**config.mk**
```make
export PLATFORM = sky130hd
export DESIGN_NAME = larpix_piso_rx
export DESIGN_NICKNAME = d
export VERILOG_FILES = /design/src/rtl/larpix_piso_rx.sv
export SDC_FILE = /design/constraint.sdc
export NUM_CORES = 1
export LEC_CHECK = 0
export CAP_MARGIN = 0
export CELL_PAD_IN_SITES_DETAIL_PLACEMENT = 0
export CELL_PAD_IN_SITES_GLOBAL_PLACEMENT = 1
export CORE_ASPECT_RATIO = 0.6
export CORE_UTILIZATION = 45
export CTS_BUF_LIST = sky130_fd_sc_hd__clkbuf_8
export CTS_CLUSTER_SIZE = 20
export DETAILED_ROUTE_END_ITERATION = 7
export GPL_TIMING_DRIVEN = 1
export PLACE_DENSITY_LB_ADDON = 0.05
export SLEW_MARGIN = 30
export SYNTH_ARGS = -nofsm -noshare
export SYNTH_HDL_FRONTEND = slang
export SYNTH_SLANG_ARGS = --single-unit
```
**constraint.sdc**
```tcl
create_clock -name clk -period 3 [get_ports clk]
set_input_delay 0.6 -clock clk [delete_from_list [all_inputs] [get_ports clk]]
set_output_delay 0.6 -clock clk [all_outputs]
set_load 0.01 [all_outputs]
```
**src/rtl/larpix_piso_rx.sv**
```systemverilog
// UART receiver for one LArPix piso lane: deframes start/WIDTH/stop frames,
// checks odd parity and hands packets to a valid/ready consumer.
module larpix_piso_rx #(
  parameter int OVERSAMPLE = 4,
  parameter int WIDTH      = 64
) (
  input  logic             clk,
  input  logic             reset,
  input  logic             rx_in,
  output logic [WIDTH-1:0] packet_out,
  output logic             packet_valid,
  input  logic             packet_ready,
  output logic             parity_error,
  output logic             framing_error,
  output logic             overrun,
  output logic [15:0]      packet_count
);

  localparam int TW = (OVERSAMPLE > 1) ? $clog2(OVERSAMPLE) : 1;
  localparam int BW = (WIDTH > 1) ? $clog2(WIDTH) : 1;
  localparam logic [TW-1:0] HALF_M1  = TW'(OVERSAMPLE / 2 - 1);
  localparam logic [TW-1:0] FULL_M1  = TW'(OVERSAMPLE - 1);
  localparam logic [BW-1:0] LAST_BIT = BW'(WIDTH - 1);

  if ((OVERSAMPLE < 4) || ((OVERSAMPLE % 2) != 0)) begin : g_bad_oversample
    $error("larpix_piso_rx: OVERSAMPLE must be even and at least 4");
  end

  typedef enum logic [2:0] {
    S_IDLE  = 3'd0,
    S_START = 3'd1,
    S_DATA  = 3'd2,
    S_STOP  = 3'd3,
    S_BREAK = 3'd4
  } state_t;

  // LArPix packets carry odd parity; an even count of ones is an error.
  function automatic logic odd_parity_err(input logic [WIDTH-1:0] p);
    return ~(^p);
  endfunction

  state_t            state_q, state_d;
  logic [1:0]        sync_q, sync_d;
  logic              rx_prev_q, rx_prev_d;
  logic [TW-1:0]     timer_q, timer_d;
  logic [BW-1:0]     bit_idx_q, bit_idx_d;
  logic [WIDTH-1:0]  shift_q, shift_d;
  logic [WIDTH-1:0]  packet_q, packet_d;
  logic              valid_q, valid_d;
  logic              perr_q, perr_d;
  logic              ferr_q, ferr_d;
  logic              ovr_q, ovr_d;
  logic [15:0]       count_q, count_d;

  logic rx_s, fall_s, deliver_s, frame_err_s, accept_s, load_s;

  // Frame FSM: synchronizer, bit timing, deserialization.
  always_comb begin
    sync_d      = {sync_q[0], rx_in};
    rx_s        = sync_q[1];
    rx_prev_d   = rx_s;
    fall_s      = rx_prev_q & ~rx_s;
    state_d     = state_q;
    timer_d     = timer_q + TW'(1);
    bit_idx_d   = bit_idx_q;
    shift_d     = shift_q;
    deliver_s   = 1'b0;
    frame_err_s = 1'b0;
    case (state_q)
      S_IDLE: begin
        timer_d = '0;
        if (fall_s) state_d = S_START;
        else        state_d = S_IDLE;
      end
      S_START: begin
        if (timer_q == HALF_M1) begin
          timer_d   = '0;
          bit_idx_d = '0;
          if (!rx_s) state_d = S_DATA;
          else       state_d = S_IDLE;
        end else begin
          state_d = S_START;
        end
      end
      S_DATA: begin
        if (timer_q == FULL_M1) begin
          timer_d = '0;
          shift_d = {rx_s, shift_q[WIDTH-1:1]};
          if (bit_idx_q == LAST_BIT) state_d = S_STOP;
          else                       bit_idx_d = bit_idx_q + BW'(1);
        end else begin
          state_d = S_DATA;
        end
      end
      S_STOP: begin
        if (timer_q == FULL_M1) begin
          timer_d = '0;
          if (rx_s) begin
            deliver_s = 1'b1;
            state_d   = S_IDLE;
          end else begin
            frame_err_s = 1'b1;
            shift_d     = '0;
            state_d     = S_BREAK;
          end
        end else begin
          state_d = S_STOP;
        end
      end
      S_BREAK: begin
        timer_d = '0;
        if (rx_s) state_d = S_IDLE;
        else      state_d = S_BREAK;
      end
      default: begin
        timer_d = '0;
        state_d = S_IDLE;
      end
    endcase
  end

  // Holding register: a same-cycle accept frees the slot for a new load.
  always_comb begin
    accept_s = valid_q & packet_ready;
    load_s   = deliver_s & (~valid_q | accept_s);
    packet_d = packet_q;
    perr_d   = perr_q;
    count_d  = count_q;
    valid_d  = valid_q;
    if (load_s) begin
      packet_d = shift_q;
      perr_d   = odd_parity_err(shift_q);
      count_d  = count_q + 16'd1;
      valid_d  = 1'b1;
    end else if (accept_s) begin
      valid_d = 1'b0;
    end else begin
      valid_d = valid_q;
    end
    ferr_d = frame_err_s;
    ovr_d  = deliver_s & ~load_s;
  end

  // State and output registers.
  always_ff @(posedge clk) begin
    if (reset) begin
      state_q   <= S_IDLE;
      sync_q    <= 2'b11;
      rx_prev_q <= 1'b1;
      timer_q   <= '0;
      bit_idx_q <= '0;
      shift_q   <= '0;
      packet_q  <= '0;
      valid_q   <= 1'b0;
      perr_q    <= 1'b0;
      ferr_q    <= 1'b0;
      ovr_q     <= 1'b0;
      count_q   <= 16'd0;
    end else begin
      state_q   <= state_d;
      sync_q    <= sync_d;
      rx_prev_q <= rx_prev_d;
      timer_q   <= timer_d;
      bit_idx_q <= bit_idx_d;
      shift_q   <= shift_d;
      packet_q  <= packet_d;
      valid_q   <= valid_d;
      perr_q    <= perr_d;
      ferr_q    <= ferr_d;
      ovr_q     <= ovr_d;
      count_q   <= count_d;
    end
  end

  assign packet_out    = packet_q;
  assign packet_valid  = valid_q;
  assign parity_error  = perr_q;
  assign framing_error = ferr_q;
  assign overrun       = ovr_q;
  assign packet_count  = count_q;

endmodule

```
Word-level counts from Yosys, hierarchy flattened
Index checks and enable logic that the tools add are counted.
- output and inout bits: 84
- word-level logic and storage cells: 73
- register bits: 162
- bits of input ports: 4
- reductions and logical operators: 9
- eq/ne operators: 13
- bitwise operators: 11
- mux-type cells: 25
- $add $sub $neg: 3
- operators with widths (operator ; number):
    $mux W64 ; 3
    $pmux W64 S2 ; 1
    $reduce_xor A64 Y1 ; 1
    $mux W6 ; 3
    $add A16 B1 Y16 const B ; 1
    $mux W3 ; 5
    $pmux W3 S5 ; 1
    $pmux W6 S2 ; 1
    $ne A2 B2 Y1 const B ; 5
    $reduce_and A4 Y1 ; 2
    $mux W1 ; 7
    $add A6 B1 Y6 const B ; 1
    $eq A3 B2 Y1 const B ; 2
    $eq A6 B6 Y1 const B ; 1
    $mux W2 ; 3
    $not A1 Y1 ; 6
    $reduce_bool A2 Y1 ; 3
    $and A1 B1 Y1 ; 4
    $pmux W2 S2 ; 1
    $eq A3 B1 Y1 const B ; 1
    $eq A3 B3 Y1 const B ; 1
    $logic_not A3 Y1 ; 1
    $ne A3 B3 Y1 const B ; 1
    $reduce_or A3 Y1 ; 1
    5 further kinds ; 5

Logic depth before layout (Yosys ltp)
Gate-level depths: netlist of the first run.
- word-level depth: 6
- gate-level depth with buffers: 8

Worst setup path before layout of the first run
Ideal clock, no wire load.
- path kind: register -> register
- start point: register timer_q[0]
- end point: register count_q[9], in the netlist packet_count[9]
- data arrival time: 1.694 ns
- setup slack: 1.236 ns
- buffers on the path: 0
- stages on the path, launching flop included: 8
- path through: dfxtp_1 ha_1 nand2_2 nand4b_4 nor2_2 nand2_1 or3_1 a21oi_1
- cells in the longest elaborated chain, start to end: 4
- ends and longest elaborated chain (what ; line ; text):
    from (decl) ; 45 ; logic [TW-1:0] timer_q, timer_d;
    from (signal assigned) ; 163 ; timer_q <= timer_d;
    $eq A2 B2 Y1 ; 96 ; if (timer_q == FULL_M1) begin
    $mux W1 ; 96 ;
    $mux W1 ; 69 ; case (state_q)
    $and A1 B1 Y1 ; 125 ; load_s = deliver_s & (~valid_q | accept_s);
    to (signal assigned) ; 171 ; count_q <= count_d;
    to (decl) ; 53 ; logic [15:0] count_q, count_d;
Every way passes these cells.
A chain may end at the register's enable or synchronous reset.

Worst setup path after layout of the first run
- start point: register timer_q[0]
- end point: register count_q[11], in the netlist packet_count[11]
The elaborated chain is that of the path after synthesis.

==> results_dict.tcl, run 1 <==
set metrics [dict create \
    remaining_drc_errors 0 \
    end_kind "register" \
    drive_above_1_share_pct 6.03 \
    port_buffers 87 \
    worst_setup_path_start_kind "register" \
    drtPass1Iterations 4 \
    reg2reg_depth 7 \
    dr.first_iter.drc_count 262 \
    timing.fmax_ghz 0.450 \
    wl_per_cell_microns 14.1 \
    grt_pass1_vias 5119 \
    min_path_type "reg2reg" \
    finalClockSkew_ps 10.7 \
    powerDensity_nw_per_um2 504 \
    r2r_end "packet_count[11]$_SDFFE_PP0P_" \
    yosysTopAreaCell "dfxtp_1" \
    syn_area_sq_um 6480 \
    start_util_pct 46.8 \
    p_total_uw 4010 \
    cts_resized 0 \
    synth_edf_count 0 \
    rsz0062_at_grt "false" \
    design.die.area_sq_um 14900 \
    maxCapViolCount 0 \
    worst-setup-path-type "reg2reg" \
    viasPerCell 5.11 \
    area_growth_pct 23.0 \
    synthesis.nets 799 \
    synth.distinct_cells 37 \
    hold_depth 1 \
    setup_violations 0 \
    dp_hpwl_mm 9.31 \
    timing.reg2reg.setup_slack_ps 780 \
    holdCritStartpoint "sync_q[0]$_SDFF_PP1_" \
    dieWidth_microns 157 \
    die_h_microns 94.9 \
    io_pins 88 \
    final_net_count 859 \
    hold_end "sync_q[1]$_SDFF_PP1_" \
    vias 5391 \
    htreeDepth 4 \
    hold_buffers 0 \
    worstSkewPairLatency_ps 450 \
    fillers 1246 \
    antenna_found_initial 0 \
    clock_sinks 162 \
    globalplace.congestion 0.735 \
    grtUsageTotal_pct 21.2 \
    crit_path_max_fanout 8 \
    drt_wl_total_mm 14.9 \
    tns_ps 0 \
    ys_warn_count 0 \
    cts_tree "done" \
    root_buffer "clkbuf_8" \
    synth_seq_cells 162 \
    numCtsBuffers 17 \
    yosys-top-cells-count "206 x nand2_1, 162 x dfxtp_1, 135 x a21oi_1" \
    hold_viol 0 \
    syn_inst 790 \
    grt_remaining_overflow 0 \
    rows 33 \
    async_flop_share_pct 0 \
    core_sq_um 13800 \
    avgSynthCellArea_sq_um 8.20 \
    worst_slew_pin_slew_ps 674 \
    synth_top_area_share_pct 50.1 \
    ir_drop_mv 0.242 \
    cp_data_arrival_time_ps 2600 \
    power_leakage_uw 0.00255 \
    period_share_pct 74.1 \
    ys.flop_type "dfxtp_1" \
    fin_crit_ps 2220 \
    synth_area_leaders "dfxtp_1 50%, nand2_1 12%, a21oi_1 10%" \
    maxSlewViolCount 0 \
    grt_first_pass_wirelength_mm 24.7 \
    ant_nets 0 \
    cp_data_required_time_ps 3380 \
    grt_max_degree 83 \
    insertedDiodeCount 0 \
    path_clk_slew_ps 90 \
    r2r_start "timer_q[0]$_SDFF_PP0_" \
    cts_setup_buffers 0 \
    synth_seq_area_share_pct 50.1 \
    cts_buffer_depth 2 \
    status "completed" \
    yosys.cell_count.top_type "nand2_1" \
    max_slew_margin_pct 55.1 \
]
## critical path: stages (launching register included)
cell and delay, ps:
dfxtp_1 400, ha_1 330, nand2_2 190, nand4b_4 320, nor2_2 210, nand2_1 180, or3_1 350, a21oi_1 170
## routing by layer
metal	wire length, microns	part of all wire [%]	up-vias	track usage, %
met2	6690	45	118	33.6
met5	0	0	-	0
met4	121	0.81	0	5.88
met3	703	4.7	12	5.92
li1	-	-	2729	-
met1	7370	50	2532	28.2
## cell usage in the layout, fill, tap and decap left out, types with 3 or more instances in the layout
master / instances
buf_12: 4
or3_1: 4
xnor2_1: 63
nor3_1: 7
inv_1: 7
clkbuf_8: 20
nand4_1: 6
and3_1: 5
ha_1: 5
nor2_1: 24
xor2_1: 16
or2_2: 3
nand3_1: 67
dfxtp_1: 162
clkdlybuf4s50_1: 86
buf_4: 5
nand2_1: 205
bufinv_16: 4
o21ai_0: 4
a21oi_1: 135
## power breakdown
part           internal [uW]  switching, uW
clock network            978            825
registers               2150           5.37
logic                   12.9           39.2
total                   3140            869
## through the flow
| step | setup WS [ps] | utilization, % | hold WS (ps) | cells | instance area, sq um |
|---|---|---|---|---|---|
| floorplan | 1240 | - | 389 | 790 | 6480 |
| finish | 778 | 57.6 | 417 | 1055 | 7960 |
| global route | 578 | 57.6 | 445 | 1055 | 7960 |
| global placement | 573 | 54.2 | 402 | 1023 | 7500 |
| detailed placement | 497 | 54.3 | 400 | 1023 | 7510 |
| CTS | 771 | 57.6 | 422 | 1055 | 7960 |
## sequential cells by signal, summed over array words and instances, names as in the netlist
| register | flops |
|---|---|
| timer_q | 2 |
| bit_idx_q | 6 |
| overrun | 1 |
| shift_q | 64 |
| sync_q | 2 |
| rx_prev_q | 1 |
| parity_error | 1 |
| framing_error | 1 |
| packet_count | 16 |
| state_q | 3 |
| packet_valid | 1 |
| packet_out | 64 |
## worst max-delay path by stage
stage                           from                             to  slack (ps)  cells past startpoint
6_report       timer_q[0]$_SDFF_PP0_  packet_count[11]$_SDFFE_PP0P_         780                      7
5_1_grt        timer_q[0]$_SDFF_PP0_  packet_count[14]$_SDFFE_PP0P_         580                      7
4_1_cts        timer_q[0]$_SDFF_PP0_  packet_count[11]$_SDFFE_PP0P_         770                      7
3_5_place_dp            packet_ready  packet_count[11]$_SDFFE_PP0P_         500                      7
3_3_place_gp            packet_ready  packet_count[15]$_SDFFE_PP0P_         570                      8
2_1_floorplan  timer_q[0]$_SDFF_PP0_   packet_count[9]$_SDFFE_PP0P_        1240                      7
## layout make-up
cell class                 count  area [sq um]  area share (%)
clock inverter                12           179            2.25
timing repair buffer          95           978            12.3
inverter                       6          22.5           0.283
multi-input combinational    568          3030            38.0
clock buffer                  20           275            3.46
tap                          192           240            3.02
sequential                   162          3240            40.7
## kinds of logic after synthesis
kind of cell	Yosys count	synth area share, %
multiplexers	2	0.328
XOR/XNOR	79	10.7
AO/OA/AOI/OAI	148	12.0
buffers and inverters	60	3.61
adder cells (fa/ha/maj)	5	0.966
AND/OR/NAND/NOR	334	22.3
flip-flops	162	50.1
No activity file was read; power rests on OpenSTA's default activity.
==> inputs of run 2 (changes only) <==
--- a/config.mk
+++ b/config.mk
@@ -9,7 +9,7 @@
 export CELL_PAD_IN_SITES_DETAIL_PLACEMENT = 0
 export CELL_PAD_IN_SITES_GLOBAL_PLACEMENT = 1
 export CORE_ASPECT_RATIO = 0.6
-export CORE_UTILIZATION = 45
+export CORE_UTILIZATION = 42
 export CTS_BUF_LIST = sky130_fd_sc_hd__clkbuf_8
 export CTS_CLUSTER_SIZE = 20
 export DETAILED_ROUTE_END_ITERATION = 7
==> constraint.sdc (replaced) <==
create_clock -name clk -period 2.3 [get_ports clk]
set_input_delay 0.46 -clock clk [delete_from_list [all_inputs] [get_ports clk]]
set_output_delay 0.46 -clock clk [all_outputs]
set_load 0.01 [all_outputs]
==> results_dict.tcl, run 2 (synthesis gave the netlist of run 1 again) <==
set metrics [dict create \
    end_kind "register" \
    cts_tree "done" \
    hold_buffers 0 \
    r2r_end "packet_count[15]$_SDFFE_PP0P_" \
    numCtsBuffers 17 \
    grt_first_pass_wirelength_mm 24.9 \
    viasPerCell 5.09 \
    cp_data_required_time_ps 2600 \
    reg2reg_depth 7 \
    hold_viol 0 \
    dp_hpwl_mm 9.54 \
    grt_max_degree 69 \
    drtPass1Iterations 4 \
    worst_setup_path_start_kind "register" \
    layout_commonest_cell "nand2_1" \
    design.die.area_sq_um 15900 \
    fin_util_pct 54.0 \
    max_slew_margin_pct 50.1 \
    r2r_start "state_q[2]$_SDFFE_PP0P_" \
    cts_resized 0 \
    fin_crit_ps 2060 \
    globalplace.congestion 0.751 \
    remaining_drc_errors 0 \
    fin_hold_ws_ps 415 \
    area_growth_pct 23.0 \
    dr.first_iter.drc_count 376 \
    min_path_type "reg2reg" \
    grt_pass1_vias 5040 \
    endpoint "packet_count[15]$_SDFFE_PP0P_" \
    hold_depth 1 \
    cts_buffer_depth 2 \
    status "completed" \
    drt_wl_total_mm 15.1 \
    clock_sinks 162 \
    timing.reg2reg.setup_slack_ps 240 \
    io_pins 88 \
    insertedDiodeCount 0 \
    powerDensity_nw_per_um2 610 \
    finalClockSkew_ps 12.4 \
    path_clk_slew_ps 90 \
    placed_cells 1037 \
    grtUsageTotal_pct 19.3 \
    setup_violations 0 \
    grt_remaining_overflow 0 \
    cp_data_arrival_time_ps 2360 \
    rsz0062_at_grt "false" \
    fin_cells 1069 \
    worst_slew_pin_slew_ps 749 \
    timing.fmax_ghz 0.486 \
    wl_per_cell_microns 14.1 \
    crit_path_max_fanout 12 \
    dieWidth_microns 162 \
    core_sq_um 14800 \
    htreeDepth 4 \
    maxSlewViolCount 0 \
    tns_ps 0 \
    rows 34 \
    start_util_pct 43.9 \
    power_leakage_uw 0.00255 \
    layout_common_cells "205 x nand2_1, 162 x dfxtp_1, 135 x a21oi_1" \
    crit_start "state_q[2]$_SDFFE_PP0P_" \
    maxCapViolCount 0 \
    cts_setup_buffers 0 \
    port_buffers 87 \
    drive_above_1_share_pct 6.89 \
    worstSkewPairLatency_ps 440 \
    ir_drop_mv 0.369 \
    final_net_count 867 \
    vias 5444 \
    root_buffer "clkbuf_8" \
    die_h_microns 98.2 \
    period_share_pct 89.5 \
    ant_nets 0 \
    antenna_found_initial 0 \
    fillers 1351 \
    worst-setup-path-type "reg2reg" \
]
[run 2: cell types whose count changed in the layout (fill, tap and decap cells not counted)]
cell	delta
buf_4	+6
bufinv_16	-3
clkbuf_8	-3
clkinvlp_4	+3
buf_12	+2
a211o_2	+1
a211o_4	-1
clkinv_2	+1
inv_6	+1
inv_8	+1
[run 2: worst min path at each step]
stage                          from              endpoint  slack, ps
5_1_grt        sync_q[0]$_SDFF_PP1_  sync_q[1]$_SDFF_PP1_        440
3_3_place_gp   sync_q[0]$_SDFF_PP1_  sync_q[1]$_SDFF_PP1_        390
3_5_place_dp   sync_q[0]$_SDFF_PP1_  sync_q[1]$_SDFF_PP1_        400
4_1_cts        sync_q[0]$_SDFF_PP1_  sync_q[1]$_SDFF_PP1_        420
6_report       sync_q[0]$_SDFF_PP1_  sync_q[1]$_SDFF_PP1_        410
2_1_floorplan  sync_q[0]$_SDFF_PP1_  sync_q[1]$_SDFF_PP1_        390
[run 2: layout make-up]
class,count,area (sq um),share of cell area (%)
Clock inverter,15,136,1.71
Clock buffer,17,234,2.94
Inverter,6,22.5,0.283
Multi-Input combinational cell,568,3020,37.9
Tap cell,198,248,3.11
Sequential cell,162,3240,40.7
Timing Repair Buffer,103,1060,13.4
[run 2: report_power, final]
| part | switching (uW) | internal (uW) |
|---|---|---|
| logic | 56.0 | 20.2 |
| registers | 3.89 | 2810 |
| clock network | 1100 | 867 |
| total | 1160 | 3690 |
[run 2: critical path, cell delays in order, from the launching register on]
cell	delay (ps)
dfxtp_1	460
and2b_1	400
nand4b_4	210
nor2_2	190
nand2_1	180
nor3_1	250
xnor2_1	170
nor2_1	60
[run 2: per-layer routing]
| layer | part of all wire (%) | vias up | GRT usage, % |
|---|---|---|---|
| li1 | - | 2746 | - |
| met3 | 4.7 | 8 | 5.01 |
| met4 | 0.58 | 0 | 4.28 |
| met1 | 52 | 2594 | 28.0 |
| met5 | 0 | - | 0 |
| met2 | 43 | 96 | 28.3 |
[run 2: stage by stage]
step	worst slack [ps]	instance area, sq um	power [uW]
global route	68.5	7970	5070
detailed placement	3.03	7590	2950
CTS	232	7970	4910
floorplan	536	6480	2920
global placement	104	7590	2950
finish	242	7970	4860
==> inputs of run 3 (changes only) <==
--- a/config.mk
+++ b/config.mk
@@ -9,6 +9,7 @@
 export CELL_PAD_IN_SITES_DETAIL_PLACEMENT = 0
 export CELL_PAD_IN_SITES_GLOBAL_PLACEMENT = 1
 export CORE_ASPECT_RATIO = 0.6
+export CORE_MARGIN = 4
 export CORE_UTILIZATION = 42
 export CTS_BUF_LIST = sky130_fd_sc_hd__clkbuf_8
 export CTS_CLUSTER_SIZE = 20
==> results_dict.tcl, run 3 (synthesis gave the netlist of run 1 again) <==
set metrics [dict create \
    hold_buffers 0 \
    p_int_uw 3830 \
    power_leakage_uw 0.00257 \
    pwr-share-seq_pct 56.3 \
    max_slew_margin_pct 54.8 \
    clock_sinks 162 \
    numCtsBuffers 17 \
    grt_pass1_vias 5174 \
    status "completed" \
    maxSlewViolCount 0 \
    fin_hold_ws_ps 416 \
    final_net_count 870 \
    rows 34 \
    r2r_start "timer_q[0]$_SDFF_PP0_" \
    start_util_pct 43.7 \
    endpoint "packet_count[9]$_SDFFE_PP0P_" \
    end_kind "register" \
    grtUsageTotal_pct 17.1 \
    period_share_pct 85.9 \
    drive_above_1_share_pct 7.21 \
    worst_setup_path_start_kind "register" \
    reg2reg_depth 7 \
    core_sq_um 14800 \
    cts_setup_buffers 0 \
    finalClockSkew_ps 16.7 \
    crit_buf_inv 0 \
    htreeDepth 4 \
    fin_crit_ps 1980 \
    grt_first_pass_wirelength_mm 25.4 \
    ant_nets 0 \
    power.net_switching_uw 1160 \
    crit_chain "ha_1, nand2_2, nand4b_4, nor2_2, nand2_1, or3_1, a21oi_1" \
    io_pins 88 \
    cp_data_required_time_ps 2650 \
    design.die.area_sq_um 17500 \
    placed_cells 1040 \
    cts_resized 0 \
    root_buffer "clkbuf_8" \
    area_growth_pct 23.6 \
    drtPass1Iterations 5 \
    worst-setup-path-type "reg2reg" \
    remaining_drc_errors 0 \
    port_buffers 87 \
    min_path_type "reg2reg" \
    drt_wl_total_mm 15.0 \
    critPathTopFamily "simple AND/OR/NAND/NOR gates" \
    tns_ps 0 \
    worst_slew_pin_slew_ps 678 \
    grt_max_degree 65 \
    maxCapViolCount 0 \
    globalplace.congestion 0.744 \
    fin_cells 1072 \
    p_clk_share_pct 42.2 \
    worstSkewPairLatency_ps 440 \
    combPwrFrac_pct 1.4 \
    insertedDiodeCount 0 \
    cpPeakStageDelay_ps 390 \
    cts_tree "done" \
    fillers 1430 \
    cp_slowest_cell "dfxtp_1" \
    layout_common_cells "205 x nand2_1, 162 x dfxtp_1, 135 x a21oi_1" \
    cts_buffer_depth 2 \
    r2r_end "packet_count[9]$_SDFFE_PP0P_" \
    wl_per_cell_microns 14.0 \
    cp_data_arrival_time_ps 2330 \
    dr.first_iter.drc_count 385 \
    dp_hpwl_mm 9.92 \
    powerDensity_nw_per_um2 623 \
    path_clk_slew_ps 90 \
    ir_drop_mv 0.308 \
    viasPerCell 5.03 \
    crit_start "timer_q[0]$_SDFF_PP0_" \
    grt_remaining_overflow 0 \
    cp.depth 7 \
    dieWidth_microns 168 \
    antenna_found_initial 0 \
    rsz0062_at_grt "false" \
    die_h_microns 104 \
    timing.reg2reg.setup_slack_ps 320 \
    timing.fmax_ghz 0.506 \
    hold_viol 0 \
    vias 5396 \
    crit_path_max_fanout 8 \
    p_sw_share_pct 23.2 \
    layout_commonest_cell "nand2_1" \
    setup_violations 0 \
]
run 3: changes by cell type in the layout (fill, tap and decap cells not counted):
cell / change
inv_8: -1
clkinv_2: -1
inv_6: +2
buf_12: -1
clkinvlp_4: -2
bufinv_16: +1
clkbuf_8: +1
buf_4: +4
run 3: layout make-up:
type                       count  area, sq um  area share [%]
sequential                   162         3240            40.5
multi-input combinational    568         3020            37.7
timing repair buffer         106         1070            13.4
clock buffer                  18          248            3.09
tap                          198          248            3.09
clock inverter                14          153            1.91
inverter                       6         22.5           0.281
run 3: how the worst min path moves through the flow:
stage	from	to	slack, ps	cells past startpoint
after floorplan	sync_q[0]$_SDFF_PP1_	sync_q[1]$_SDFF_PP1_	390	1
after detailed placement	sync_q[0]$_SDFF_PP1_	sync_q[1]$_SDFF_PP1_	390	1
final	sync_q[0]$_SDFF_PP1_	sync_q[1]$_SDFF_PP1_	420	1
after CTS	sync_q[0]$_SDFF_PP1_	sync_q[1]$_SDFF_PP1_	420	1
after global routing	sync_q[0]$_SDFF_PP1_	sync_q[1]$_SDFF_PP1_	430	1
after global placement	sync_q[0]$_SDFF_PP1_	sync_q[1]$_SDFF_PP1_	390	1
run 3: routing by layer:
layer  part of all wire (%)  up-vias  global-route usage, %  wire (microns)
li1                       -     2748                      -               -
met1                     50     2532                   24.6            7520
met2                     44      112                   25.7            6630
met3                    5.6        4                   3.99             841
met4                   0.33        0                   4.86              50
met5                      0        -                      0               0
run 3: power by group through the flow:
stage          Clock [uW]  Sequential, uW  Combinational (uW)
6_report             2110            2810                72.2
5_1_grt              2280            2810                79.7
4_1_cts              2180            2810                72.8
3_5_place_dp            0            2880                72.6
3_3_place_gp            0            2880                71.6
2_1_floorplan           0            2870                51.5
run 3: stage by stage:
| step | util [%] | instance area, sq um | power [uW] | worst slack, ps |
|---|---|---|---|---|
| final | 54.1 | 8010 | 4990 | 324 |
| after global routing | 54.1 | 8010 | 5170 | 150 |
| after CTS | 54.1 | 8010 | 5060 | 294 |
| after detailed placement | 51.4 | 7600 | 2950 | 32.1 |
| after global placement | 51.4 | 7600 | 2950 | 108 |
| after floorplan | - | 6480 | 2920 | 536 |
run 3: worst register-to-register path: stages, from the launching register on:
cell      delay [ps]
dfxtp_1          390
ha_1             200
nand2_2          150
nand4b_4         270
nor2_2           170
nand2_1          180
or3_1            350
a21oi_1          200
